==> config.mk <==
export PLATFORM = sky130hd
export DESIGN_NAME = mips_cpu_mem_arbiter
export DESIGN_NICKNAME = d
export VERILOG_FILES = /design/src/rtl/mips_cpu_arb_pkg.sv /design/src/rtl/mips_cpu_mem_arbiter.sv
export SDC_FILE = /design/constraint.sdc
export NUM_CORES = 1
export LEC_CHECK = 0
export ABC_AREA = 0
export BUFFER_PORTS_ARGS = -buffer_cell sky130_fd_sc_hd__buf_2
export CAP_MARGIN = 30
export CORE_UTILIZATION = 26
export CTS_CLUSTER_SIZE = 12
export DETAILED_ROUTE_END_ITERATION = 8
export PLACE_DENSITY = 0.64
export SLEW_MARGIN = 0
export SYNTH_ARGS = -nofsm -noshare
export SYNTH_HDL_FRONTEND = slang
export SYNTH_SLANG_ARGS = --single-unit
==> constraint.sdc <==
create_clock -name clk -period 2.73 [get_ports clk]
set_input_delay 0.546 -clock clk [delete_from_list [all_inputs] [get_ports clk]]
set_output_delay 0.546 -clock clk [all_outputs]
set_load 0.02 [all_outputs]
==> src/rtl/mips_cpu_arb_pkg.sv <==
// Shared types for the single-bus memory arbiter in front of the mips_cpu_harvard core.
// State encoding and the default boot address live here.
package mips_cpu_arb_pkg;

   typedef enum logic [1:0] {
      FETCH = 2'd0,
      DATA  = 2'd1,
      STEP  = 2'd2,
      HALT  = 2'd3
   } arb_state_t;

   localparam logic [31:0] RESET_VECTOR_DEFAULT = 32'hBFC00000;

endpackage

==> src/rtl/mips_cpu_mem_arbiter.sv <==
// Serialises the core's instruction fetch and data access onto one wait-stated bus,
// then steps the core for one cycle once both results are registered.
//
// state | meaning
// FETCH | read instruction word at instr_address (or halt if core inactive)
// DATA  | optional load/store at data_address; store wins if both requested
// STEP  | clk_enable pulse, core advances one instruction
// HALT  | core stopped; idle until reset
module mips_cpu_mem_arbiter
   import mips_cpu_arb_pkg::*;
#(
   parameter logic [31:0] RESET_VECTOR = RESET_VECTOR_DEFAULT
) (
   input  logic        clk,
   input  logic        reset,
   input  logic        active,
   output logic        clk_enable,
   input  logic [31:0] instr_address,
   output logic [31:0] instr_readdata,
   input  logic [31:0] data_address,
   input  logic        data_read,
   input  logic        data_write,
   input  logic [31:0] data_writedata,
   output logic [31:0] data_readdata,
   output logic [31:0] mem_address,
   output logic        mem_read,
   output logic        mem_write,
   output logic [31:0] mem_writedata,
   input  logic [31:0] mem_readdata,
   input  logic        mem_waitrequest
);

   arb_state_t  r_state;
   arb_state_t  w_next;
   logic [31:0] r_instr;
   logic [31:0] r_data;
   logic        w_instr_cap;
   logic        w_data_cap;

   assign instr_readdata = r_instr;
   assign data_readdata  = r_data;

   always_ff @(posedge clk) begin
      if (reset) begin
         r_state <= FETCH;
         r_instr <= '0;
         r_data  <= '0;
      end else begin
         r_state <= w_next;
         if (w_instr_cap) r_instr <= mem_readdata;
         if (w_data_cap)  r_data  <= mem_readdata;
      end
   end

   always_comb begin
      w_next        = r_state;
      w_instr_cap   = 1'b0;
      w_data_cap    = 1'b0;
      clk_enable    = 1'b0;
      mem_read      = 1'b0;
      mem_write     = 1'b0;
      mem_address   = instr_address;
      mem_writedata = data_writedata;
      // Reset keeps the core stepping so it samples its own synchronous reset.
      if (reset) begin
         clk_enable = 1'b1;
      end else begin
         case (r_state)
            FETCH: begin
               if (!active) begin
                  w_next = HALT;
               end else begin
                  mem_read = 1'b1;
                  if (!mem_waitrequest) begin
                     w_instr_cap = 1'b1;
                     w_next      = DATA;
                  end
               end
            end
            DATA: begin
               mem_address = data_address;
               if (data_write) begin
                  mem_write = 1'b1;
                  if (!mem_waitrequest) w_next = STEP;
               end else if (data_read) begin
                  mem_read = 1'b1;
                  if (!mem_waitrequest) begin
                     w_data_cap = 1'b1;
                     w_next     = STEP;
                  end
               end else begin
                  w_next = STEP;
               end
            end
            STEP: begin
               clk_enable = 1'b1;
               w_next     = FETCH;
            end
            HALT: w_next = HALT;
            default: w_next = FETCH;
         endcase
      end
   end

   a_boot_fetch: assert property (@(posedge clk) $fell(reset) |-> (instr_address == RESET_VECTOR));

endmodule

## Yosys cells after proc, flatten, opt, wreduce, memory -nomap -nowiden

Cells that the tools add are included.

| storage, ports and cells | value |
|---|---|
| input bits | 134 |
| flip-flop bits (word level) | 66 |
| ROM bits | 0 |
| bits in latches | 0 |
| memories | 0 |
| bits in writable memories | 0 |

| cells by class | value |
|---|---|
| shift-type cells | 0 |
| magnitude comparators | 0 |
| mux-type cells | 26 |
| multipliers | 0 |
| reduce and logical (&&, ||, !) cells | 1 |
| div/mod/pow operators | 0 |
| equality and inequality tests | 4 |
| $add $sub $neg | 0 |
| bitwise logic cells | 0 |

Operator list:

| kind | count |
|---|---|
| 32-bit 2-to-1 mux | 2 |
| 1-bit 2-to-1 mux | 17 |
| 2-bit 2-to-1 mux | 5 |
| 2-bit one-hot mux with 4 select lines | 1 |
| 2-bit equality test (second input constant) | 2 |
| 3-bit != test (second input constant) | 1 |
| 2-bit by 1-bit equality test with 1-bit output (second input constant) | 1 |
| 2-bit zero test | 1 |
| 1-bit one-hot mux with 2 select lines | 1 |

## Logic depth before layout (Yosys ltp)

| depth | value |
|---|---|
| depth in word-level cells | 5 |
| mapped depth | 6 |

## Worst setup path before layout

Ideal clock, no wire load.

| path | value |
|---|---|
| path kind | input to output |
| start | input port reset |
| end | output port mem_address[17] |
| slack | 0.804 ns |
| stages on the path | 3 |
| required time | 2.184 ns |
| path buffers | 1 |
| arrival | 1.380 ns |
| cell sequence | nor3_4 > buf_6 > mux2_1 |

| between the ends | value |
|---|---|
| longest elaborated chain between the ends | 1 |

RTL lines:

| item | line | source |
|---|---|---|
| from (decl) | mips_cpu_mem_arbiter.sv:15 | `input logic reset,` |
| 32-bit 2-to-1 mux | mips_cpu_mem_arbiter.sv:65 | `if (reset) begin` |
| to (decl) | mips_cpu_mem_arbiter.sv:25 | `output logic [31:0] mem_address,` |

No other way between the ends.

## Final worst setup path

| path | value |
|---|---|
| start | register r_state[0] |
| end | output port mem_address[0] |

| between the ends | value |
|---|---|
| longest elaborated chain between the ends | 3 |

RTL lines:

| item | line | source |
|---|---|---|
| from (decl) | mips_cpu_mem_arbiter.sv:33 | `arb_state_t r_state;` |
| from (signal assigned) | mips_cpu_mem_arbiter.sv:49 | `r_state <= w_next;` |
| 2-bit by 1-bit equality test with 1-bit output | mips_cpu_mem_arbiter.sv:68 | `case (r_state)` |
| 32-bit 2-to-1 mux | mips_cpu_mem_arbiter.sv:68 |  |
| 32-bit 2-to-1 mux | mips_cpu_mem_arbiter.sv:65 |  |

No other way between the ends.

==> summary.txt <==
RSZ-0062 raised after global routing: no
post-cts gate resize count: 0
Multi-input gate area: 1830 um2
Post-synth EDFFs: 0
Pins Over Slew Limit: 0
Synth area leader: dfxtp_1
ys async rst share: 0
die height: 119 um
Syn Inst Count: 294
GR Overflow Total: 0
H-tree depth: 3
worst-path cell chain: inv_2 > nor3_4 > buf_4 > mux2_2 > buf_2
crit-path max cell delay: 410 ps
Pwr Density: 543 nW/um2
slew margin rel.: 0.574
share of layout cells above drive strength 1: 0.684
post-DP HPWL: 6.31 mm
CP Class: flop to output port
DR WL/cell: 13.2 um
VDD IR-drop max: 268 uV
routed length on met1: 3.61 mm
status: finished, final reports clean
total iterations of the first detailed-routing run: 4
synth cell count leaders: dfxtp_1, nor2b_1, mux2_4, buf_4, mux2_2
total track usage: 0.120
Inserted Clock Buffers: 9
Synth-to-Final Area Change: 31.6%
fin nets: 596
WP data required: 2180 ps
leakage power: 2.49 nW
crit share post-route: 0.894
Seq. cell area: 1320 um2
post-layout instance area: 4710 um2
synth unique cells: 23
vias in the first global route: 2705
register bit total from synthesis: 66
detailed-route via count: 2644
Initial Utilization: 0.268
total die area: 14200 um2
clock skew: 3.24 ps
final hold vios: 0
Fill cells: 1338
initial antenna violation count: 0
Post-route DRC: 0
reg2reg setup slack: 980 ps
Startpoint Class: flop
CTS Hold Bufs: 0
Syn Std Cell Area: 3580 um2
global-route wire length before repair: 13.4 mm
Rows: 42
Port Buf Inserts: 200
critical path's slowest cell: dfxtp_1
slew of the pin with the lowest slew margin: 639 ps
CTS clk-pin slew, worst paths: 50 ps
maxcap violations: 0
initial DRC count: 66
CTS tree: done
GP Congestion: 0.763
Setup Fix Bufs, Post-CTS: 0
Clock Latency Late Sink: 330 ps
largest net degree at the start of global routing: 46
metal2 WL: 4.00 mm
post-route setup TNS: 0 ps
largest fanout on the critical path: 23
arrival time at the worst endpoint: 1890 ps
Final ANT Viol Nets: 0
Routed WL: 8.47 mm
Die W: 119 um
via/cell ratio: 4.12
Top FF cell, synth: dfxtp_1
shortest period the worst path allows: 2440 ps
Core Region: 13300 um2
Worst Hold Class: input pin to flop
Net Count, Synth: 428
Avg Cell Area, Syn: 12.2 um2
CTS max path bufs: 2
CP endpoint kind: output port
Sink Count: 66
Post-Place Cell Area: 4430 um2
Achievable Freq: 410 MHz
top cell type's share of synthesized area: 0.369
sequential share of the synthesized area: 0.369
largest cells by area after synthesis: dfxtp_1, mux2_4, nor2b_1
root buffer cell: clkbuf_16
diodes inserted: 0
uppermost routed layer: met4
Detail Route met3 WL: 673 um
Final Setup Violations: 0
Yosys warning total: 0
most common cell in the netlist: dfxtp_1
num ports: 265
-- where the power goes --
| part | total, mW | switching [mW] | internal, mW |
|---|---|---|---|
| sequential | 1.02 | 0.0219 | 1.00 |
| clock | 1.08 | 0.402 | 0.676 |
| combinational | 0.457 | 0.235 | 0.221 |
-- registers in the layout, summed over array words and instances, names as in the netlist --
name,flops
r_state,2
data_readdata,32
instr_readdata,32
-- path summary, 6_finish.rpt --
| check | cells after the start | startpoint | to |
|---|---|---|---|
| max reg2reg | 4 | r_state[1] | instr_readdata[7] |
| max | 5 | r_state[0] | mem_address[0] |
| min reg2reg | 2 | r_state[0] | r_state[1] |
| min | 2 | mem_readdata[0] | instr_readdata[0] |
-- critical path: cells and delay by family (launching register included) --
family | cells | cell delay [ps]
buffers and inverters | 3 | 570
muxes | 1 | 380
DFF | 1 | 410
and+or+nand+nor | 1 | 190
-- metal layers --
layer	vias up	GRT usage
met3	24	0.0412
met5	-	0
li1	1288	-
met1	1209	0.140
met2	123	0.198
met4	0	0.0539
-- kinds of logic (layout without fill, tap and decap cells) --
| kind of cell | count (synthesis) | count (layout) | synth area share |
|---|---|---|---|
| flops | 66 | 66 | 0.369 |
| buf+inv | 51 | 222 | 0.120 |
| simple gates | 73 | 73 | 0.132 |
| mux | 96 | 96 | 0.365 |
| compound gates | 8 | 8 | 0.0136 |
-- stage by stage --
step	total power [mW]	utilization	instances	hold WS, ps	worst slack (ps)
finish	2.56	0.353	641	456	289
global route	2.68	0.353	641	447	167
CTS	2.60	0.353	641	437	256
detailed placement	1.50	0.332	627	542	484
global placement	1.49	0.332	627	531	524
floorplan	1.41	-	294	508	804
-- cell type report --
cell class	instances	area share
sequential	66	0.281
timing repair buffer	207	0.224
multi-input combinational	177	0.389
tap	176	0.0468
clock inverter	2	0.00266
inverter	1	0.000797
clock buffer	12	0.0566
-- cells in the final DEF (no fill, tap or decap), types with 2 or more instances in the layout --
| master | synthesis | routed |
|---|---|---|
| buf_2 | 0 | 200 |
| clkbuf_8 | 0 | 3 |
| nor2b_1 | 64 | 64 |
| a21oi_1 | 3 | 3 |
| mux2_1 | 6 | 6 |
| mux2_4 | 60 | 60 |
| dfxtp_1 | 66 | 66 |
| buf_4 | 32 | 7 |
| clkbuf_16 | 0 | 9 |
| mux2_2 | 30 | 30 |
| o21ai_0 | 2 | 2 |
| a211oi_1 | 2 | 2 |
No activity file was read; power rests on OpenSTA's default activity.
